==> config.mk <==
export PLATFORM = sky130hd
export DESIGN_NAME = melody_sequencer_flat
export DESIGN_NICKNAME = d
export VERILOG_FILES = /design/src/rtl/melody_sequencer_pkg.sv /design/src/rtl/melody_sequencer_if.sv /design/src/rtl/melody_sequencer_rom.sv /design/src/rtl/melody_sequencer.sv /design/src/flat_wrapper.sv
export SDC_FILE = /design/constraint.sdc
export NUM_CORES = 1
export LEC_CHECK = 0
export ABC_AREA = 1
export BUFFER_PORTS_ARGS = -buffer_cell sky130_fd_sc_hd__buf_2
export CORE_AREA = 2 2 80 82
export CTS_BUF_LIST = sky130_fd_sc_hd__clkbuf_16
export DETAILED_ROUTE_END_ITERATION = 10
export DIE_AREA = 0 0 82 84
export GPL_TIMING_DRIVEN = 0
export PLACE_DENSITY = 0.9
export SETUP_SLACK_MARGIN = 0.2
export SYNTH_ARGS = -nofsm -noshare
export SYNTH_HDL_FRONTEND = slang
export SYNTH_HIERARCHICAL = 1
export SYNTH_SLANG_ARGS = --single-unit
==> constraint.sdc <==
create_clock -name CLK -period 6.2 [get_ports CLK]
set_input_delay 0.62 -clock CLK [delete_from_list [all_inputs] [get_ports CLK]]
set_output_delay 0.62 -clock CLK [all_outputs]
set_load 0.05 [all_outputs]
==> src/rtl/melody_sequencer_pkg.sv <==
// melody_sequencer_pkg: note codes, ROM field widths and FSM state type
package melody_sequencer_pkg;
   localparam int NOTE_W = 4;
   localparam int UNITS_W = 3;
   localparam logic [NOTE_W-1:0] NOTE_NONE = 4'd0;
   localparam logic [NOTE_W-1:0] NOTE_C4 = 4'd1;
   localparam logic [NOTE_W-1:0] NOTE_D = 4'd2;
   localparam logic [NOTE_W-1:0] NOTE_E = 4'd3;
   localparam logic [NOTE_W-1:0] NOTE_F = 4'd4;
   localparam logic [NOTE_W-1:0] NOTE_G = 4'd5;
   localparam logic [NOTE_W-1:0] NOTE_A = 4'd6;
   localparam logic [NOTE_W-1:0] NOTE_B = 4'd7;
   localparam logic [NOTE_W-1:0] NOTE_C5 = 4'd8;
   localparam logic [3:0] LAST_IDX = 4'd14;
   typedef enum logic [1:0] {S_IDLE, S_NOTE, S_GAP} state_t;
endpackage

==> src/rtl/melody_sequencer_if.sv <==
// melody_sequencer_if: control, keyboard and tone-generator signals of the melody player
interface melody_sequencer_if;
   import melody_sequencer_pkg::*;
   logic play;
   logic stop;
   logic [NOTE_W-1:0] key_note;
   logic [NOTE_W-1:0] note_out;
   logic busy;
   logic [3:0] idx;
   logic done;
   modport master (output play, stop, key_note, input note_out, busy, idx, done);
   modport slave (input play, stop, key_note, output note_out, busy, idx, done);
endinterface

==> src/rtl/melody_sequencer_rom.sv <==
// melody_rom: Ode to Joy opening phrase as {note, units} entries
module melody_rom
   import melody_sequencer_pkg::*;
(
   input  logic [3:0]         idx,
   output logic [NOTE_W-1:0]  note,
   output logic [UNITS_W-1:0] units
);
   always_comb begin
      case (idx)
         4'd0, 4'd1, 4'd6, 4'd11: {note, units} = {NOTE_E, 3'd2};
         4'd2, 4'd5:              {note, units} = {NOTE_F, 3'd2};
         4'd3, 4'd4:              {note, units} = {NOTE_G, 3'd2};
         4'd7, 4'd10:             {note, units} = {NOTE_D, 3'd2};
         4'd8, 4'd9:              {note, units} = {NOTE_C4, 3'd2};
         4'd12:                   {note, units} = {NOTE_E, 3'd3};
         4'd13:                   {note, units} = {NOTE_D, 3'd1};
         4'd14:                   {note, units} = {NOTE_D, 3'd4};
         default:                 {note, units} = {NOTE_NONE, 3'd1};
      endcase
   end
endmodule

==> src/rtl/melody_sequencer.sv <==
// melody_sequencer: autoplays the melody ROM with timed notes and gaps,
// otherwise passes the live keyboard note through to the tone generator.
module melody_sequencer
   import melody_sequencer_pkg::*;
#(
   parameter int UNIT_CYCLES = 12_500_000,
   parameter int GAP_CYCLES = 1_000_000,
   parameter int CNT_W = 27,
   parameter bit LOOP = 1'b0
) (
   input logic CLK,
   input logic RESET,
   melody_sequencer_if.slave bus
);
   state_t state, state_n;
   logic [CNT_W-1:0] cnt, cnt_n, note_len;
   logic [3:0] idx, idx_n;
   logic [NOTE_W-1:0] note_out, note_n, rom_note;
   logic [UNITS_W-1:0] rom_units;
   logic done, done_n, abort, expire;
   // ROM is addressed by the next index so a new note's code and length load together
   melody_rom u_rom (.idx(idx_n), .note(rom_note), .units(rom_units));
   assign note_len = {{(CNT_W-UNITS_W){1'b0}}, rom_units} * CNT_W'(UNIT_CYCLES) - CNT_W'(1);
   assign abort = bus.stop || bus.key_note != NOTE_NONE;
   assign expire = cnt == '0;
   always_ff @(posedge CLK or posedge RESET) begin
      if (RESET) begin
         state <= S_IDLE;
         cnt <= '0;
         idx <= '0;
         note_out <= NOTE_NONE;
         done <= 1'b0;
      end else begin
         state <= state_n;
         cnt <= cnt_n;
         idx <= idx_n;
         note_out <= note_n;
         done <= done_n;
      end
   end
   always_comb begin
      state_n = state;
      cnt_n = cnt;
      idx_n = idx;
      note_n = note_out;
      done_n = 1'b0;
      case (state)
         S_IDLE: begin
            note_n = bus.key_note;
            if (bus.play && !bus.stop) begin
               state_n = S_NOTE;
               idx_n = '0;
               note_n = rom_note;
               cnt_n = note_len;
            end
         end
         S_NOTE: begin
            if (abort) begin
               state_n = S_IDLE;
               idx_n = '0;
               note_n = bus.key_note;
            end else if (expire) begin
               state_n = S_GAP;
               cnt_n = CNT_W'(GAP_CYCLES - 1);
               note_n = NOTE_NONE;
            end else cnt_n = cnt - CNT_W'(1);
         end
         default: begin
            if (abort) begin
               state_n = S_IDLE;
               idx_n = '0;
               note_n = bus.key_note;
            end else if (expire) begin
               done_n = idx >= LAST_IDX;
               idx_n = idx < LAST_IDX ? idx + 4'd1 : 4'd0;
               state_n = (idx < LAST_IDX || LOOP) ? S_NOTE : S_IDLE;
               note_n = (idx < LAST_IDX || LOOP) ? rom_note : bus.key_note;
               cnt_n = note_len;
            end else cnt_n = cnt - CNT_W'(1);
         end
      endcase
   end
   assign bus.note_out = note_out;
   assign bus.busy = state != S_IDLE;
   assign bus.idx = idx;
   assign bus.done = done;
endmodule
==> src/flat_wrapper.sv <==
// flat-port wrapper written by rule: the top's interface ports become plain ports
module melody_sequencer_flat import melody_sequencer_pkg::*;
#(
   parameter int UNIT_CYCLES = 12_500_000,
   parameter int GAP_CYCLES = 1_000_000,
   parameter int CNT_W = 27,
   parameter bit LOOP = 1'b0
)
  (CLK, RESET, bus_play, bus_stop, bus_key_note, bus_note_out, bus_busy, bus_idx, bus_done);
  melody_sequencer_if bus_i ();
  input logic CLK;
  input logic RESET;
  input wire logic [$bits(bus_i.play)-1:0] bus_play;
  input wire logic [$bits(bus_i.stop)-1:0] bus_stop;
  input wire logic [$bits(bus_i.key_note)-1:0] bus_key_note;
  output wire logic [$bits(bus_i.note_out)-1:0] bus_note_out;
  output wire logic [$bits(bus_i.busy)-1:0] bus_busy;
  output wire logic [$bits(bus_i.idx)-1:0] bus_idx;
  output wire logic [$bits(bus_i.done)-1:0] bus_done;
  assign bus_i.play = bus_play;
  assign bus_i.stop = bus_stop;
  assign bus_i.key_note = bus_key_note;
  assign bus_note_out = bus_i.note_out;
  assign bus_busy = bus_i.busy;
  assign bus_idx = bus_i.idx;
  assign bus_done = bus_i.done;
  melody_sequencer #(.UNIT_CYCLES(UNIT_CYCLES), .GAP_CYCLES(GAP_CYCLES), .CNT_W(CNT_W), .LOOP(LOOP)) u_core (.CLK(CLK), .RESET(RESET), .bus(bus_i));
endmodule
# Yosys cells after proc, flatten, opt, wreduce, memory -nomap -nowiden
# Memory sizes are Yosys's and may differ from the RTL's.
# Cells that the tools add are included.
# totals
n_memories	1
romBits	96
reg_bits	38
# classes
muxes	29
eq_ne	5
n_addsub	3
n_reduce_logical	12
mul	1
n_lt_le_gt_ge	2
# mem_list
memory	depth	width	rd	rd_ports_with_merged_regs	wr	line_no	source
(name not given)	16	6	1	0	0	melody_sequencer_rom.sv:10	case (idx)
# ops
op	n
2-to-1 mux 27 bit	5
case mux 27 bit (2 select lines)	1
subtractor 27 x 1 -> 27 bit (second input constant)	2
2-to-1 mux 4 bit	11
logical NOT 27 bit	1
multiplier 3 x 19 -> 22 bit (second input constant)	1
case mux 4 bit (2 select lines)	2
2-to-1 mux 2 bit	5
AND reduction 3 bit	2
adder 4 x 1 -> 4 bit (second input constant)	1
greater-or-equal comparator 4 bit (second input constant)	1
less-than comparator 4 bit (second input constant)	1
2-to-1 mux 1 bit	4
inequality test 2 bit (second input constant)	2
case mux 2 bit (2 select lines)	1
nonzero test 4 bit	1
inequality test 3 x 1 -> 1 bit (second input constant)	1
nonzero test 3 bit	1
equality test 2 x 1 -> 1 bit (second input constant)	1
logical NOT 2 bit	1
inequality test 2 x 1 -> 1 bit (second input constant)	1
AND reduction 2 bit	1
nonzero test 2 bit	1
OR reduction 2 bit	1
3 further kinds	3

# Longest topological paths before layout
# Gate-level depths: netlist of run 1.
# An unclocked memory read counts as a cell.
# depth
depth_word	11
mapped_depth	31
ltp_nobuf	31

# Hierarchy
# The synthesis of run 1 kept the hierarchy.
# by_module_without_submodules
module	n_inst	area_per_inst_um2	seq_area_each_um2	cells_each
melody_sequencer	1	3631.0	950.9	561
melody_rom	1	98.8	0.0	21

# Worst setup path before layout of run 1
# No wires, ideal clock.
# synth_timing
path_kind	register to register
from	register u_core.cnt[0]
to	register u_core.cnt[20]
required_ns	6.082
synth_period_minus_slack_ns	4.819
path_slack_ns	1.381
setup_ns	0.118
stages_incl_launch_ff	29
arrival_ns	4.701
path_cell_list	dfrtp_1 > inv_1 > ha_1 > nand2_1 > nor2_2 > nand2_2 > nor3_1 > nand2_1 > nor3_1 > a21oi_1 > o31ai_1 > nand2_1 > o21bai_1 > fa_1 > ha_1 > inv_1 > fa_1 > nor2_1 > nand2_1 > nand3_1 > nand3_1 > nor2_1 > nand2_1 > nor2_1 > nand3_1 > nand2_1 > nand2_1 > a21oi_1 > nor2_1
# synth_between
elab_chain_cells	10
elab_cells_between_ends	14
# synth_lines
item	line_no	source
start: declaration	melody_sequencer.sv:16	logic [CNT_W-1:0] cnt, cnt_n, note_len;
start signal: assignment	melody_sequencer.sv:35	cnt <= cnt_n;
logical NOT 27 bit *	melody_sequencer.sv:25	assign expire = cnt == '0;
2-to-1 mux 4 bit *	melody_sequencer.sv:73	end else if (expire) begin
2-to-1 mux 4 bit *	melody_sequencer.sv:69	if (abort) begin
case mux 4 bit (2 select lines) *	melody_sequencer.sv:47	case (state)
named net u_core.idx_n[2]	melody_sequencer.sv:17	logic [3:0] idx, idx_n;
memory read (16 x 6 bit) *	n/a	
named net u_core.rom_units[1]	melody_sequencer.sv:19	logic [UNITS_W-1:0] rom_units;
multiplier 3 x 19 -> 22 bit *	melody_sequencer.sv:23	assign note_len = {{(CNT_W-UNITS_W){1'b0}}, rom_units} * CNT_W'(UNIT_CYCLES) - CNT_W'(1);
subtractor 27 x 1 -> 27 bit *	melody_sequencer.sv:23	
2-to-1 mux 27 bit	melody_sequencer.sv:73	
2-to-1 mux 27 bit	melody_sequencer.sv:69	
case mux 27 bit (2 select lines) *	melody_sequencer.sv:47	
# Mark *: on every way through the listed nets, which the timed path passes. The rest lies on a longest branch. The select of a mux whose other input is x is not followed.
# A chain may end at the register's enable or synchronous reset.

# Final worst setup path of run 1
# Ends and elaborated chain as after synthesis.

==> results.cfg, run 1 <==
[timing]
fin_skew_ns = 0.00548
fin_crit_ns = 5.59
holdWs_ns = 0.479
max_freq_mhz = 179
slew_headroom = 0.448
report.final.slew_viol_count = 0
rsz0062_at_grt = false
setup_tns_ns = 0
finalCritPeriodShare = 0.902
setup-violations-final = 0
worst_pin_slew_ns = 0.826
hold_viol = 0
layout_setup_ws_ns = 0.607

[routing]
wl_per_cell_um = 15.1
via_count = 3957
drtIter0Drc = 572
drt_wl_total_mm = 10.3
drcViolationCount = 0
first_pass_iters = 8
viasPerCell = 5.79
ant_nets = 0

[synth]
synth_seq_cells = 38
synth_edf_count = 0
yosys.area_share.adder = 0.0731
yosys_most_used_dff = dfrtp_1
ys.warnings.count = 6
async_reset_ff_frac = 1.00
yosys.area_share.simple = 0.375
synth_top_family_by_area = simple AND/OR/NAND/NOR gates
yosys-mux-area-fraction = 0
netlist_instances = 582
synth_compound_area_frac = 0.129
synth_top_area_frac = 0.255
synthTopCellsByArea = dfrtp_1, nand2_1, nor2_1
syn_nets = 610
syn_area_per_cell_um2 = 6.41
synth_largest_area_cell = dfrtp_1
yosysUniqueCellTypes = 46
synth_seq_area_share = 0.255
synthXorXnorAreaFrac = 0.0634
synth_area_um2 = 3730

[final_layout]
instances_no_fill = 684
drive_gt1_frac = 0.124
antenna_cells = 0
mostFrequentLayoutCell = nand2_1
final_util = 0.678
area_delta_synth_final_pct = 10.8
final_cell_mix = nand2_1, nor2_1, inv_1
fin_nets = 634
finalInstanceArea_um2 = 4130

[setup_path]
path_max_fanout = 7
crit_path_frequent_cell = nand2_1
critPathKind = flip-flop to flip-flop
cp_data_required_time_ns = 6.37
worstPathArrival_ns = 5.77
cp-end-kind = flip-flop
start_kind = flip-flop
slowest_stage = fa_1
slowest_delay_ns = 0.63

[global_route]
grtUsageTotal = 0.303
grt_max_degree = 39
grt_pass1_wl_mm = 16.5
grt_pass1_vias = 3587
grt-ovfl-total = 0
antenna_found_initial = 0

[place]
dpl_cell_area_um2 = 3910
dp_slack_ns = 0.386
gp_congestion = 0.976
io_buffers = 17
dpl.cell_count = 676
dp_hpwl_mm = 7.64

[floorplanning]
start_util = 0.612
num_rows = 29
die_h_um = 84
boundaryPins = 18
die-area_um2 = 6890
die_x_um = 82
core_area_um2 = 6100

[clock_tree]
cts_root_buffer = clkbuf_16
cts_tree = done
cts_buffers = 5
clkTransAtPathRegs_ns = 0.06
clk_latency_ns = 0.28
cts.htree.levels = 2
cts.path.max_buffers = 2
postCtsHoldBufs = 0
numClockSinks = 38

[power]
power_density_nw_per_um2 = 293
p_leak_nw = 2.02
total_power_mw = 1.21
irDropWorstVdd_uv = 261

[worst_hold_path]
min_path_type = flip-flop to flip-flop

[outcome]
status = completed

[run]
max_cap_viol_count = 0
worst max-delay path, delay by kind of cell, from the launching register on:
family | cells | cell delay, ns
AOI/OAI and AO/OA | 4 | 0.91
adders and majority gates | 4 | 1.56
buffers and inverters | 2 | 0.21
DFF | 1 | 0.43
and+or+nand+nor | 18 | 2.39
layer usage:
layer  global-route usage  part of all wire  vias to the layer above
met3               0.0379             0.058                       44
li1                     -                 -                     1907
met5                    0                 0                        -
met2                0.523              0.50                      189
met1                0.381              0.41                     1817
met4                0.108             0.032                        0
registers in the layout, indices dropped and copies added, names as in the netlist:
register             cells
u_core/state             2
u_core/bus.note_out      4
u_core/bus.done          1
u_core/bus.idx           4
u_core/cnt              27
worst paths after layout:
path,startpoint,end,slack (ns),depth (start not counted)
min in group asynchronous,RESET,u_core/bus.done$_DFF_PP0_,0.50,2
hold / removal,u_core/bus.note_out[1]$_DFFE_PP0P_,u_core/bus.note_out[1]$_DFFE_PP0P_,0.48,2
max in group asynchronous,RESET,u_core/cnt[19]$_DFFE_PP0P_,5.18,2
hold reg to reg,u_core/bus.note_out[1]$_DFFE_PP0P_,u_core/bus.note_out[1]$_DFFE_PP0P_,0.48,2
setup / recovery,u_core/cnt[0]$_DFFE_PP0P_,u_core/cnt[20]$_DFFE_PP0P_,0.61,28
setup reg to reg,u_core/cnt[0]$_DFFE_PP0P_,u_core/cnt[20]$_DFFE_PP0P_,0.61,28
report_power, final:
group          internal (mW)  leakage, nW  switching (mW)  total, mW
Clock                  0.190       0.0760           0.105      0.295
Sequential             0.331        0.445          0.0914      0.422
Combinational          0.167         1.50           0.328      0.496
Total                  0.688         2.02           0.525       1.21
repair_timing:
action,4_1_cts,5_1_grt
gates resized for setup,0,10
endpoints found under the setup margin,0,11
hold endpoints to repair,0,0
setup buffers,0,0
area by class of cell:
cell class	instances	area [um^2]
Multi-Input combinational cell	451	2440
Fill cell	498	1960
Sequential cell	38	951
Clock buffer	5	125
Timing Repair Buffer	17	85.1
Tap cell	77	96.3
Inverter	83	317
Buffer	10	68.8
Clock inverter	3	45.0
cell usage after synthesis, types with 7 or more instances:
cell / number
inv_1: 75
nor2_2: 7
ha_1: 17
nand3_1: 41
nand2_1: 153
nand4_1: 7
nor3_1: 13
nor2_1: 80
a21oi_1: 22
xor2_1: 23
dfrtp_1: 38
inv_2: 7
o21ai_0: 27
kinds of logic (layout without fill, tap and decap cells):
| logic type | Yosys count | after routing |
|---|---|---|
| AND/OR/NAND/NOR | 322 | 322 |
| XOR/XNOR | 27 | 27 |
| adder cells (fa/ha/maj) | 20 | 20 |
| buffers and inverters | 93 | 118 |
| AO/OA/AOI/OAI | 81 | 81 |
| flip-flops | 38 | 38 |
| other | 1 | 1 |
(Power assumes the default switching activity.)
==> run 2, diff against run 1 <==
--- a/config.mk
+++ b/config.mk
@@ -7,12 +7,14 @@
 export LEC_CHECK = 0
 export ABC_AREA = 1
 export BUFFER_PORTS_ARGS = -buffer_cell sky130_fd_sc_hd__buf_2
-export CORE_AREA = 2 2 80 82
+export CELL_PAD_IN_SITES_DETAIL_PLACEMENT = 1
+export CELL_PAD_IN_SITES_GLOBAL_PLACEMENT = 1
+export CORE_AREA = 2 2 95 97
 export CTS_BUF_LIST = sky130_fd_sc_hd__clkbuf_16
 export DETAILED_ROUTE_END_ITERATION = 10
-export DIE_AREA = 0 0 82 84
+export DIE_AREA = 0 0 97 99
 export GPL_TIMING_DRIVEN = 0
-export PLACE_DENSITY = 0.9
+export PLACE_DENSITY = 0.88
 export SETUP_SLACK_MARGIN = 0.2
 export SYNTH_ARGS = -nofsm -noshare
 export SYNTH_HDL_FRONTEND = slang
==> constraint.sdc (replaced) <==
create_clock -name CLK -period 5.6 [get_ports CLK]
set_input_delay 0.56 -clock CLK [delete_from_list [all_inputs] [get_ports CLK]]
set_output_delay 0.56 -clock CLK [all_outputs]
set_load 0.05 [all_outputs]
==> results.cfg, run 2 (same netlist as run 1, synthesis figures left out) <==
[power]
p_leak_nw = 2.07
irDropWorstVdd_uv = 159
power_density_nw_per_um2 = 306

[global_route]
antenna_found_initial = 0
grtUsageTotal = 0.274
grt_max_degree = 39
grt_pass1_vias = 4377
grt-ovfl-total = 0
grt_pass1_wl_mm = 21.4

[timing]
fin_crit_ns = 5.26
hold_viol = 0
max_freq_mhz = 190
rsz0062_at_grt = false
finalCritPeriodShare = 0.939
fin_skew_ns = 0.00525
holdWs_ns = 0.447
report.final.slew_viol_count = 0
slew_headroom = 0.432
worst_pin_slew_ns = 0.850
setup-violations-final = 0

[clock_tree]
clkTransAtPathRegs_ns = 0.06
cts.path.max_buffers = 2
cts_root_buffer = clkbuf_16
cts_buffers = 5
postCtsHoldBufs = 0
cts.htree.levels = 2
cts_tree = done
numClockSinks = 38
clk_latency_ns = 0.29

[floorplanning]
boundaryPins = 18
core_area_um2 = 8550
start_util = 0.436
die-area_um2 = 9600
num_rows = 34
die_h_um = 99
die_x_um = 97

[worst_hold_path]
min_path_type = input pin to asynchronous set/reset pin

[routing]
viasPerCell = 5.78
wl_per_cell_um = 18.8
via_count = 4187
ant_nets = 0
drtIter0Drc = 247
drt_wl_total_mm = 13.6
first_pass_iters = 5
drcViolationCount = 0

[final_layout]
antenna_cells = 0
regMostFlops = u_core/cnt
area_delta_synth_final_pct = 16.2
mostFrequentLayoutCell = nand2_1
final_util = 0.507
drive_gt1_frac = 0.172
fill_cells = 1156
largest_reg_flops = 27
final_cell_mix = nand2_1, inv_1, nor2_1
regArea_um2 = 952
fin_nets = 643
largestRegisters = u_core/cnt x27, u_core/bus.idx x4, u_core/bus.note_out x4
multi_input_area_um2 = 2570

[setup_path]
path_buf_inv = 2
path_max_fanout = 6
critPathKind = flip-flop to flip-flop
slowest_stage = fa_2
start_kind = flip-flop
worstPathArrival_ns = 5.48
cp-end-kind = flip-flop
cp_data_required_time_ns = 5.82
critPathTopFamily = simple AND/OR/NAND/NOR gates
slowest_delay_ns = 0.66
crit_path_frequent_cell = nand2_1

[outcome]
status = completed

[run]
max_cap_viol_count = 0

[place]
io_buffers = 17
dp_hpwl_mm = 9.54
gp_congestion = 0.871
run 2: changes by cell type in the layout (fill, tap and decap cells not counted), sizes merged:
cell      delta
bufinv       -1
clkinvlp     -1
buf          +9
clkinv       +2
run 2: stage by stage:
step / instance area (um^2) / instances / setup TNS (ns) / setup WS (ns) / total power [mW]
after global routing: 4340 / 724 / 0 / 0.0508 / 1.41
after global placement: 3950 / 707 / -0.832 / -0.186 / 0.977
after CTS: 4190 / 718 / 0 / 0.225 / 1.30
after floorplan: 3730 / 582 / 0 / 0.781 / 0.861
final: 4340 / 724 / 0 / 0.339 / 1.33
after detailed placement: 3950 / 707 / -3.39 / -0.485 / 1.01
run 2: area by class of cell:
type / instances / area share
buffer: 10 / 0.0159
clock buffer: 5 / 0.0289
clock inverter: 3 / 0.00375
inverter: 83 / 0.0730
multi-input combinational: 451 / 0.592
sequential: 38 / 0.220
tap: 108 / 0.0312
timing repair buffer: 26 / 0.0352
run 2: power breakdown:
part | internal (mW) | switching [mW]
Sequential | 0.366 | 0.107
Clock | 0.163 | 0.117
Combinational | 0.187 | 0.388
Total | 0.716 | 0.612
run 2: repair_timing:
item | in CTS | in global routing
gates resized for setup | 16 | 26
setup buffers | 3 | 6
setup endpoints to repair | 12 | 11
pin swaps | 5 | 7
run 2: per-layer routing:
metal | track usage | part of all wire
met5 | 0 | 0
met4 | 0.109 | 0.041
met2 | 0.518 | 0.53
met3 | 0.0348 | 0.040
met1 | 0.310 | 0.39
run 2: worst paths after layout:
path / from / to / slack [ns] / depth (start not counted)
setup / recovery: u_core/cnt[0]$_DFFE_PP0P_ / u_core/cnt[26]$_DFFE_PP0P_ / 0.34 / 29
hold / removal: RESET / u_core/bus.note_out[2]$_DFFE_PP0P_ / 0.45 / 2
setup reg to reg: u_core/cnt[0]$_DFFE_PP0P_ / u_core/cnt[26]$_DFFE_PP0P_ / 0.34 / 29
hold reg to reg: u_core/bus.note_out[1]$_DFFE_PP0P_ / u_core/bus.note_out[1]$_DFFE_PP0P_ / 0.48 / 2
max in group asynchronous: RESET / u_core/cnt[0]$_DFFE_PP0P_ / 4.58 / 2
min in group CLK: u_core/bus.note_out[1]$_DFFE_PP0P_ / u_core/bus.note_out[1]$_DFFE_PP0P_ / 0.48 / 2
==> run 3, diff against run 2 <==
--- a/config.mk
+++ b/config.mk
@@ -9,14 +9,14 @@
 export BUFFER_PORTS_ARGS = -buffer_cell sky130_fd_sc_hd__buf_2
 export CELL_PAD_IN_SITES_DETAIL_PLACEMENT = 1
 export CELL_PAD_IN_SITES_GLOBAL_PLACEMENT = 1
-export CORE_AREA = 2 2 95 97
+export CORE_AREA = 2 2 94 96
 export CTS_BUF_LIST = sky130_fd_sc_hd__clkbuf_16
+export CTS_CLUSTER_SIZE = 16
 export DETAILED_ROUTE_END_ITERATION = 10
-export DIE_AREA = 0 0 97 99
+export DIE_AREA = 0 0 96 98
 export GPL_TIMING_DRIVEN = 0
-export PLACE_DENSITY = 0.88
+export PLACE_DENSITY = 0.89
 export SETUP_SLACK_MARGIN = 0.2
 export SYNTH_ARGS = -nofsm -noshare
 export SYNTH_HDL_FRONTEND = slang
-export SYNTH_HIERARCHICAL = 1
 export SYNTH_SLANG_ARGS = --single-unit
==> results.cfg, run 3 <==
[outcome]
status = completed

[power]
p_leak_nw = 2.06
power_density_nw_per_um2 = 305
total_power_mw = 1.28
irDropWorstVdd_uv = 116

[setup_path]
path_buf_inv = 6
worstSetupStartpoint = u_core.cnt[0]$_DFFE_PP0P_
cp-end-kind = flip-flop
rr_startpoint = u_core.cnt[0]$_DFFE_PP0P_
crit_path_frequent_cell = nand2_1
cp_data_required_time_ns = 5.80
slowest_delay_ns = 0.49
start_kind = flip-flop
path_max_fanout = 5
critPathKind = flip-flop to flip-flop
critPathTopFamily = simple AND/OR/NAND/NOR gates
slowest_stage = fa_2
worstPathArrival_ns = 5.45

[final_layout]
antenna_cells = 0
fill_cells = 1158
fin_nets = 628
final_cell_mix = nand2_1, inv_1, nor2_1
largest_reg_flops = 27
area_delta_synth_final_pct = 12.9
regArea_um2 = 951
regMostFlops = u_core.cnt
mostFrequentLayoutCell = nand2_1
largestRegisters = u_core.cnt x27, u_core.bus.idx x4, u_core.bus.note_out x4
drive_gt1_frac = 0.159
multi_input_area_um2 = 2470

[place]
gp_congestion = 0.916
io_buffers = 17
dp_hpwl_mm = 9.37

[timing]
worst_pin_slew_ns = 0.876
fin_crit_ns = 5.26
report.final.slew_viol_count = 0
rsz0062_at_grt = false
holdWs_ns = 0.460
fin_skew_ns = 0.00588
slew_headroom = 0.415
setup-violations-final = 0
max_freq_mhz = 190
finalCritPeriodShare = 0.939
hold_viol = 0

[global_route]
antenna_found_initial = 0
grt_pass1_wl_mm = 20.5
grt-ovfl-total = 0
grtUsageTotal = 0.274
grt_max_degree = 39
grt_pass1_vias = 4222

[synth]
syn_nets = 598
yosysUniqueCellTypes = 43
synth_area_um2 = 3700
synthXorXnorAreaFrac = 0.0284
async_reset_ff_frac = 1.00
netlist_instances = 567
synthMostInstantiatedCell = nand2_1
synth_largest_area_cell = dfrtp_1
synth_top_area_frac = 0.257
synth_top_family_by_area = simple AND/OR/NAND/NOR gates
synthTopCellsByArea = dfrtp_1, nand2_1, inv_1
yosys_most_used_dff = dfrtp_1
yosys-mux-area-fraction = 0
yosys.area_share.simple = 0.388
synth_seq_cells = 38
syn_area_per_cell_um2 = 6.53
ys.warnings.count = 0
yosys.area_share.adder = 0.0838
synth_seq_area_share = 0.257
synth_commonest_cells = nand2_1, inv_1, nor2_1
synth_compound_area_frac = 0.147
synth_edf_count = 0

[clock_tree]
clkTransAtPathRegs_ns = 0.06
cts.path.max_buffers = 2
cts_tree = done
numClockSinks = 38
postCtsHoldBufs = 0
clk_latency_ns = 0.28
cts.htree.levels = 2
cts_root_buffer = clkbuf_16
cts_buffers = 5

[floorplanning]
num_rows = 34
die_h_um = 98
core_area_um2 = 8470
die-area_um2 = 9410
boundaryPins = 18
start_util = 0.437
die_x_um = 96

[routing]
wl_per_cell_um = 17.9
first_pass_iters = 5
drt_wl_total_mm = 12.7
ant_nets = 0
via_count = 3959
viasPerCell = 5.61
drcViolationCount = 0
drtIter0Drc = 238

[worst_hold_path]
min_path_type = input pin to asynchronous set/reset pin

[run]
max_cap_viol_count = 0
run 3: kinds of logic after synthesis:
kind of cell / Yosys count
buf+inv: 93
simple gates: 307
compound gates: 94
xor+xnor: 12
fa+ha+maj: 23
flops: 38
run 3: final timing paths:
check	endpoint	slack, ns	depth (start not counted)
setup / recovery	u_core.cnt[22]$_DFFE_PP0P_	0.34	30
hold / removal	u_core.bus.note_out[0]$_DFFE_PP0P_	0.46	2
setup reg to reg	u_core.cnt[22]$_DFFE_PP0P_	0.34	30
hold reg to reg	u_core.bus.note_out[3]$_DFFE_PP0P_	0.50	2
max in group asynchronous	u_core.cnt[26]$_DFFE_PP0P_	4.58	2
min in group CLK	u_core.bus.note_out[3]$_DFFE_PP0P_	0.50	2
run 3: through the flow:
step	worst slack, ns	setup TNS [ns]	area [um^2]	util	instances
after global placement	-0.0962	-0.252	3920	0.463	692
after global routing	0.0299	0	4180	0.494	706
after floorplan	0.677	0	3700	-	567
final	0.343	0	4180	0.494	706
after detailed placement	-0.303	-1.19	3920	0.463	692
after CTS	0.183	0	4090	0.483	700
run 3: final cells by class:
type / instances / area share
Clock buffer: 5 / 0.0299
Multi-Input combinational cell: 436 / 0.591
Inverter: 86 / 0.0778
Tap cell: 108 / 0.0323
Timing Repair Buffer: 23 / 0.0311
Clock inverter: 3 / 0.00389
Sequential cell: 38 / 0.227
Buffer: 7 / 0.00688
run 3: repair_timing:
action	4_1_cts	5_1_grt
pin swaps	1	5
gates resized for setup	5	14
cloned	0	0
setup endpoints to repair	9	9
buffers inserted	0	6
run 3: routing by layer:
metal,up-vias,wire (um),track usage
li1,1901,-,-
met3,16,434,0.0293
met1,1950,5570,0.359
met4,0,232,0.0956
met2,92,6420,0.461
met5,-,0,0
run 3: power by group:
group | total, mW | internal [mW] | leakage [nW] | switching [mW]
combinational | 0.517 | 0.150 | 1.56 | 0.366
sequential | 0.481 | 0.366 | 0.432 | 0.114
clock | 0.280 | 0.163 | 0.0672 | 0.117
run 3: worst reg2reg max path, delay by kind of cell (launching register included):
| kind | cells | cell delay, ns |
|---|---|---|
| XOR/XNOR | 1 | 0.15 |
| flip-flops | 1 | 0.41 |
| AND/OR/NAND/NOR | 16 | 2.19 |
| AO/OA/AOI/OAI | 3 | 0.49 |
| buffers and inverters | 6 | 0.62 |
| adder cells (fa/ha/maj) | 4 | 1.31 |
